===== src/rtl/irq_controller.sv =====
// irq_controller: 16-source priority interrupt controller with mask, request/ack handshake and EOI.
// Define IRQ_EDGE_TRIGGER_EN to build per-source edge-trigger mode (EDGE register, latched pending).
module irq_controller #(
    parameter int SYNC_STAGES = 2
) (
    input  logic        clk,
    input  logic        reset,
    input  logic [15:0] irqSources,
    output logic        interruptRequest,
    output logic [3:0]  interruptVector,
    input  logic        interruptAcknowledge,
    input  logic [3:0]  acknowledgeVector,
    input  logic [2:0]  regAddr,
    input  logic        regWrite,
    input  logic [15:0] regWriteData,
    output logic [15:0] regReadData
);

    typedef enum logic [1:0] {
        IDLE    = 2'd0,
        REQUEST = 2'd1,
        SERVICE = 2'd2
    } state_t;

    localparam logic [2:0] ADDR_MASK      = 3'd0;
    localparam logic [2:0] ADDR_PENDING   = 3'd1;
    localparam logic [2:0] ADDR_INSERVICE = 3'd2;
    localparam logic [2:0] ADDR_EOI       = 3'd3;
    localparam logic [2:0] ADDR_EDGE      = 3'd4;
    localparam logic [2:0] ADDR_STATUS    = 3'd5;

    state_t                       state_q, state_d;
    logic [SYNC_STAGES-1:0][15:0] sync_q;
    logic [15:0]                  s, s_q;
    logic [15:0]                  mask_q, in_service_q, pending, candidate, edge_reg;
    logic [3:0]                   vector_q, winner;
    logic                         ack_error_q, eoi_q, ack_taken;
    logic                         write_mask, write_eoi, write_status;

    assign write_mask   = regWrite && (regAddr == ADDR_MASK);
    assign write_eoi    = regWrite && (regAddr == ADDR_EOI);
    assign write_status = regWrite && (regAddr == ADDR_STATUS);

    assign s = sync_q[SYNC_STAGES-1];

    // s_q is the level pending value and doubles as the previous-cycle copy for edge detection.
    // NOTE: every flop here, synchronizers included, is cleared by reset; there is no memory array to exempt.
    always_ff @(posedge clk or posedge reset) begin
        if (reset) begin
            sync_q <= '0;
            s_q    <= '0;
        end else begin
            // NOTE: non-blocking assignments make each stage capture the pre-edge value of the one before it.
            sync_q[0] <= irqSources;
            for (int i = 1; i < SYNC_STAGES; i++) begin
                sync_q[i] <= sync_q[i-1];
            end
            s_q <= s;
        end
    end

`ifdef IRQ_EDGE_TRIGGER_EN
    logic [15:0] edge_q, edge_pending_q, edge_clear;
    logic        write_pending, write_edge;

    assign write_pending = regWrite && (regAddr == ADDR_PENDING);
    assign write_edge    = regWrite && (regAddr == ADDR_EDGE);

    always_comb begin
        edge_clear = '0;
        if (write_pending) edge_clear = regWriteData;
        if (ack_taken)     edge_clear[acknowledgeVector] = 1'b1;
    end

    // A rising edge on the same cycle as a clear keeps the bit set.
    always_ff @(posedge clk or posedge reset) begin
        if (reset) begin
            edge_q         <= '0;
            edge_pending_q <= '0;
        end else begin
            if (write_edge) edge_q <= regWriteData;
            edge_pending_q <= ((edge_pending_q & ~edge_clear) | (s & ~s_q)) & edge_q;
        end
    end

    assign pending  = (edge_q & edge_pending_q) | (~edge_q & s_q);
    assign edge_reg = edge_q;
`else
    assign pending  = s_q;
    assign edge_reg = '0;
`endif

    assign candidate = pending & mask_q;

    // NOTE: winner gets a default before the loop so no path leaves it unassigned (no latch).
    always_comb begin
        winner = '0;
        for (int i = 15; i >= 0; i--) begin
            if (candidate[i]) winner = 4'(i);
        end
    end

    always_comb begin
        state_d   = state_q;
        ack_taken = 1'b0;
        unique case (state_q)
            IDLE:    if (candidate != '0) state_d = REQUEST;
            REQUEST: if (interruptAcknowledge) begin
                         state_d   = SERVICE;
                         ack_taken = 1'b1;
                     end
            SERVICE: if (eoi_q) state_d = IDLE;
            default: state_d = IDLE;
        endcase
    end

    // EOI is registered, so the return to IDLE lands one edge after the write is captured.
    always_ff @(posedge clk or posedge reset) begin
        if (reset) begin
            state_q      <= IDLE;
            vector_q     <= '0;
            in_service_q <= '0;
            ack_error_q  <= 1'b0;
            eoi_q        <= 1'b0;
            mask_q       <= '0;
        end else begin
            state_q <= state_d;
            eoi_q   <= write_eoi && (state_q == SERVICE);
            if (write_mask) mask_q <= regWriteData;
            if (state_q == IDLE && state_d == REQUEST) vector_q <= winner;
            if (ack_taken) begin
                in_service_q <= 16'd1 << acknowledgeVector;
            end else if (state_q == SERVICE && state_d == IDLE) begin
                in_service_q <= '0;
            end
            if (ack_taken && (acknowledgeVector != vector_q)) begin
                ack_error_q <= 1'b1;
            end else if (write_status && regWriteData[0]) begin
                ack_error_q <= 1'b0;
            end
        end
    end

    assign interruptRequest = (state_q == REQUEST);
    assign interruptVector  = vector_q;

    always_comb begin
        regReadData = '0;
        case (regAddr)
            ADDR_MASK:      regReadData = mask_q;
            ADDR_PENDING:   regReadData = pending;
            ADDR_INSERVICE: regReadData = in_service_q;
            ADDR_EDGE:      regReadData = edge_reg;
            ADDR_STATUS:    regReadData = {13'd0, state_q, ack_error_q};
            default:        regReadData = '0;
        endcase
    end

endmodule


===== config.mk =====
export PLATFORM = sky130hd
export DESIGN_NAME = irq_controller
export DESIGN_NICKNAME = d
export VERILOG_FILES = /design/src/rtl/irq_controller.sv
export SDC_FILE = /design/constraint.sdc
export NUM_CORES = 1
export LEC_CHECK = 0
export CAP_MARGIN = 10
export CELL_PAD_IN_SITES_DETAIL_PLACEMENT = 0
export CELL_PAD_IN_SITES_GLOBAL_PLACEMENT = 1
export CORE_UTILIZATION = 45
export DETAILED_ROUTE_END_ITERATION = 8
export GPL_TIMING_DRIVEN = 0
export PLACE_DENSITY_LB_ADDON = 0.1
export SYNTH_ARGS = -nofsm -noshare
export SYNTH_HDL_FRONTEND = slang
export SYNTH_SLANG_ARGS = --single-unit

===== constraint.sdc =====
create_clock -name clk -period 7 [get_ports clk]
set_input_delay 2.1 -clock clk [delete_from_list [all_inputs] [get_ports clk]]
set_output_delay 2.1 -clock clk [all_outputs]
set_load 0.1 [all_outputs]

* Word level (Yosys, flattened, before mapping)
Cells that the tools add are included.
Cells by class: eq/ne operators 8, shift operators 1, multiplexer cells 27, bitwise logic cells 1, reductions and logical operators 14
Operators with widths (number):
- $mux 4 | 16
- $pmux 16 s4 | 1
- $mux 16 | 2
- $and 16x16->16 | 1
- $reduce_bool 16->1 | 1
- $shl 1x4->16 const A | 1
- $logic_and 1x1->1 | 8
- $eq 3x2->1 const B | 2
- $mux 2 | 3
- $pmux 2 s3 | 1
- $eq 2x1->1 const B | 2
- $logic_not 2->1 | 2
- $mux 1 | 4
- $ne 4x4->1 | 1
- $reduce_bool 2->1 | 2
- $eq 3x1->1 const B | 1
- $eq 3x3->1 const B | 1
- $logic_not 3->1 | 1
- $eq 2x2->1 const B | 1
Word-level totals: bits in registers 88

* Depth between registers and ports, before layout
Gate-level depths: netlist of the first run.
depth in word-level cells 17, depth in mapped cells 6, gate-level depth less buffers 5

* Least setup slack after synthesis of the first run
OpenSTA, ideal clock, no wires.
kind input to output, from in regAddr[0], to out regReadData[1], arrival time 4618 ps, slack 282 ps, cell stages on the path 5, path buffers 1, cell sequence buf_4 mux2i_1 nor2_1 a21oi_1 o21ai_0
On the way: longest elaborated chain between the ends 2, elaborated cells on any way between the ends 5
Ends and longest elaborated chain:
- start: declaration | line 13 | input logic [2:0] regAddr,
- $eq 3x3->1, or another cell as far along | line 149 | case (regAddr)
- $pmux 16 s4 (*) | line 149
- end: declaration | line 16 | output logic [15:0] regReadData
Every way passes the cells marked *; elsewhere a longest branch is shown, timed or not.

* Worst setup path in the final report of the first run
from in regAddr[0], to out regReadData[3]
The elaborated chain is that of the path after synthesis.

==> run_results.csv, run 1 <==
group,metric,value,unit
critical_path,endpoint_kind,"primary output",
sta,finalCritPeriodShare,0.962,
grt,gr-usage-all-layers,0.202,
sta,setup_viol,0,
power,leakage,2.00,nW
synthesis,synth-seq-area-share,0.614,
synthesis,netlist.area_leader.share,0.614,
die,die_area,8340,sq um
layout,area_delta_synth_final,26.7,%
routing,route.detailed.drc,0,
die,io_pins,64,
synthesis,yosysTopAreaCell,"dfrtp_1",
synthesis,synth_async_sr_flop_share,1.00,
synthesis,synth-seq-cells,88,
sta,slew_violations,0,
job,maxCapViolCount,0,
critical_path,critPathMaxFanout,10,
die,start_util,0.464,
layout,drive_above_1_share,0.141,
synthesis,yosysMostFrequentCell,"dfrtp_1",
synthesis,syn_inst,291,
sta,worst_pin_slew,0.992,ns
sta,fin_worst_skew,0.00775,ns
routing,final_antenna_net_count,0,
die,die_h,91.3,microns
grt,grt_pass1_wl,12500,microns
die,rows,32,
clocking,cts_hold_buf,0,
grt,grt_max_degree,50,
clocking,clockBufferDepth,2,
sta,min_period,6.74,ns
placement,dp_hpwl,5510,microns
layout,nFillCells,658,
grt,grt_overflow,0,
clocking,clkTransAtPathRegs,0.09,ns
sta,clock.fmax,0.148,GHz
clocking,cts_sinks,88,
clocking,cts_buffers,9,
synthesis,synth_edf_count,0,
synthesis,synthFlopType,"dfrtp_1",
placement,place.gp.congestion,0.781,
clocking,cts_setup_buffers,0,
placement,portBuffers,60,
sta,relSlewSlack,0.337,
die,die_x,91.3,microns
routing,routed_wl,7550,microns
synthesis,avgSynthCellArea,12.3,sq um
grt,grt_antenna_before_repair,0,
critical_path,required,4.90,ns
sta,tns,0,ns
routing,routed_via_density,5.25,
critical_path,critical_path_class,"in -> out",
synthesis,synth.area.top_cells,"dfrtp_1, mux2i_1, mux2_4",
clocking,clkLatencyLatePin,0.35,ns
layout,n_antenna_cell,0,
placement,place_area,4350,sq um
clocking,post_cts_resized,0,
routing,dr.pass1.iters,4,
routing,drt_iter0_markers,141,
grt,grt_pass1_vias,2486,
sta,finalHoldViolations,0,
die,core_area,7730,sq um
critical_path,start_kind,"primary input",
routing,wl_per_cell,16.1,microns
synthesis,yosysUniqueCellTypes,43,
synthesis,synth_nets,334,
synthesis,yosysWarnings,0,
clocking,h-tree-depth,3,
status,status,"completed",
sta,rsz0062_at_grt,"no",
layout,final_area,4550,sq um
synthesis,syn_area,3590,sq um
routing,num_vias,2467,
critical_path,cp.arrival,4.64,ns
clocking,cts_tree,"done",
hold_path,hold_class,"reg -> reg",
power,ir_worst_vdd,151,uV
synthesis,synth_common_cells,"dfrtp_1, nor2_1, nand2_1",
layout,nets,406,
clocking,root_buffer,"clkbuf_8",
power,power.density,324,nW/um^2
-- worst max-delay path: stages --
cell and delay, ns:
clkdlybuf4s50_1 0.47, buf_4 0.24, buf_4 0.26, mux2i_1 0.12
nor2_1 0.13, a21oi_1 0.06, nor2_1 0.10, clkdlybuf4s50_1 1.15
-- layer usage --
layer | global-route usage | wire [microns] | up-vias
li1 | - | - | 1153
met5 | 0 | 0 | -
met4 | 0.0688 | 108 | 0
met2 | 0.320 | 3680 | 71
met3 | 0.0536 | 439 | 11
met1 | 0.270 | 3320 | 1232
-- power breakdown --
part | switching, mW | internal [mW]
Sequential | 0.0678 | 0.582
Combinational | 0.303 | 0.169
Clock | 0.186 | 0.168
Total | 0.556 | 0.919
-- sequential cells by signal, indices dropped and copies added (netlist names) --
name / flops
pending: 16
in_service_q: 16
sync_q: 16
eoi_q: 1
mask_q: 16
interruptVector: 4
s: 16
state_q: 2
ack_error_q: 1
-- area by class of cell --
| type | instances | area [sq um] | share of cell area |
|---|---|---|---|
| buffer | 12 | 86.3 | 0.0190 |
| clock buffer | 9 | 124 | 0.0272 |
| clock inverter | 7 | 77.6 | 0.0171 |
| inverter | 5 | 21.3 | 0.00468 |
| multi-input combinational | 186 | 1280 | 0.282 |
| sequential | 88 | 2200 | 0.484 |
| tap | 102 | 128 | 0.0281 |
| timing repair buffer | 61 | 628 | 0.138 |
-- stage by stage --
stage                     setup WS [ns]   util  power (mW)  instances  hold slack (ns)
after CTS                         0.251  0.589        1.49        470            0.351
after detailed placement          0.249  0.563        1.13        454            0.335
after global placement            0.249  0.559        1.12        453            0.332
final                             0.263  0.589        1.48        470            0.346
after global routing              0.163  0.589        1.55        470            0.360
after floorplan                   0.282      -        1.00        291            0.331
-- final timing paths --
check	cells after the start	slack (ns)	from	to
max in group asynchronous	3	4.27	reset	mask_q[0]
min in group asynchronous	2	2.13	reset	sync_q[8]
setup / recovery	8	0.26	regAddr[0]	regReadData[3]
setup reg to reg	5	5.36	mask_q[14]	interruptVector[1]
hold / removal	0	0.35	s[11]	pending[11]
hold reg to reg	0	0.35	s[11]	pending[11]
-- logic make-up (layout without fill, tap and decap cells) --
| family | after synthesis | in the layout | share of synthesized area |
|---|---|---|---|
| AOI/OAI and AO/OA | 59 | 59 | 0.114 |
| buffers and inverters | 17 | 94 | 0.0293 |
| muxes | 35 | 35 | 0.115 |
| and+or+nand+nor | 88 | 88 | 0.118 |
| xor gates and xnor gates | 4 | 4 | 0.00976 |
| DFF | 88 | 88 | 0.614 |
-- cell usage in the layout (no fill, tap or decap), drive strengths merged --
master          n
nand2          29
clkinv          3
mux2i          18
mux2           17
clkinvlp        1
o21a            1
nor3b           1
a32oi           1
inv             7
a21oi          18
a31oi           1
nand4           1
o2111ai         1
a21o            1
and3            1
clkdlybuf4s50  60
nand2b          4
dfrtp          88
nand3           5
a22o           10
o211ai          3
clkbuf         14
buf             8
a22oi           4
o21ai          13
nor2b           5
a32o            3
nor4            1
xor2            4
nor2           34
o31ai           2
a221oi          1
nor3            3
and3b           1
and2            3
bufinv          1
Power figures use the tool's default switching activity.
==> run 2: changes to the inputs <==
--- a/config.mk
+++ b/config.mk
@@ -15,3 +15,4 @@
 export SYNTH_ARGS = -nofsm -noshare
 export SYNTH_HDL_FRONTEND = slang
 export SYNTH_SLANG_ARGS = --single-unit
+export TNS_END_PERCENT = 50
==> results of run 2 <==
The final DEF is identical to that of run 1; final timing and power are the same.
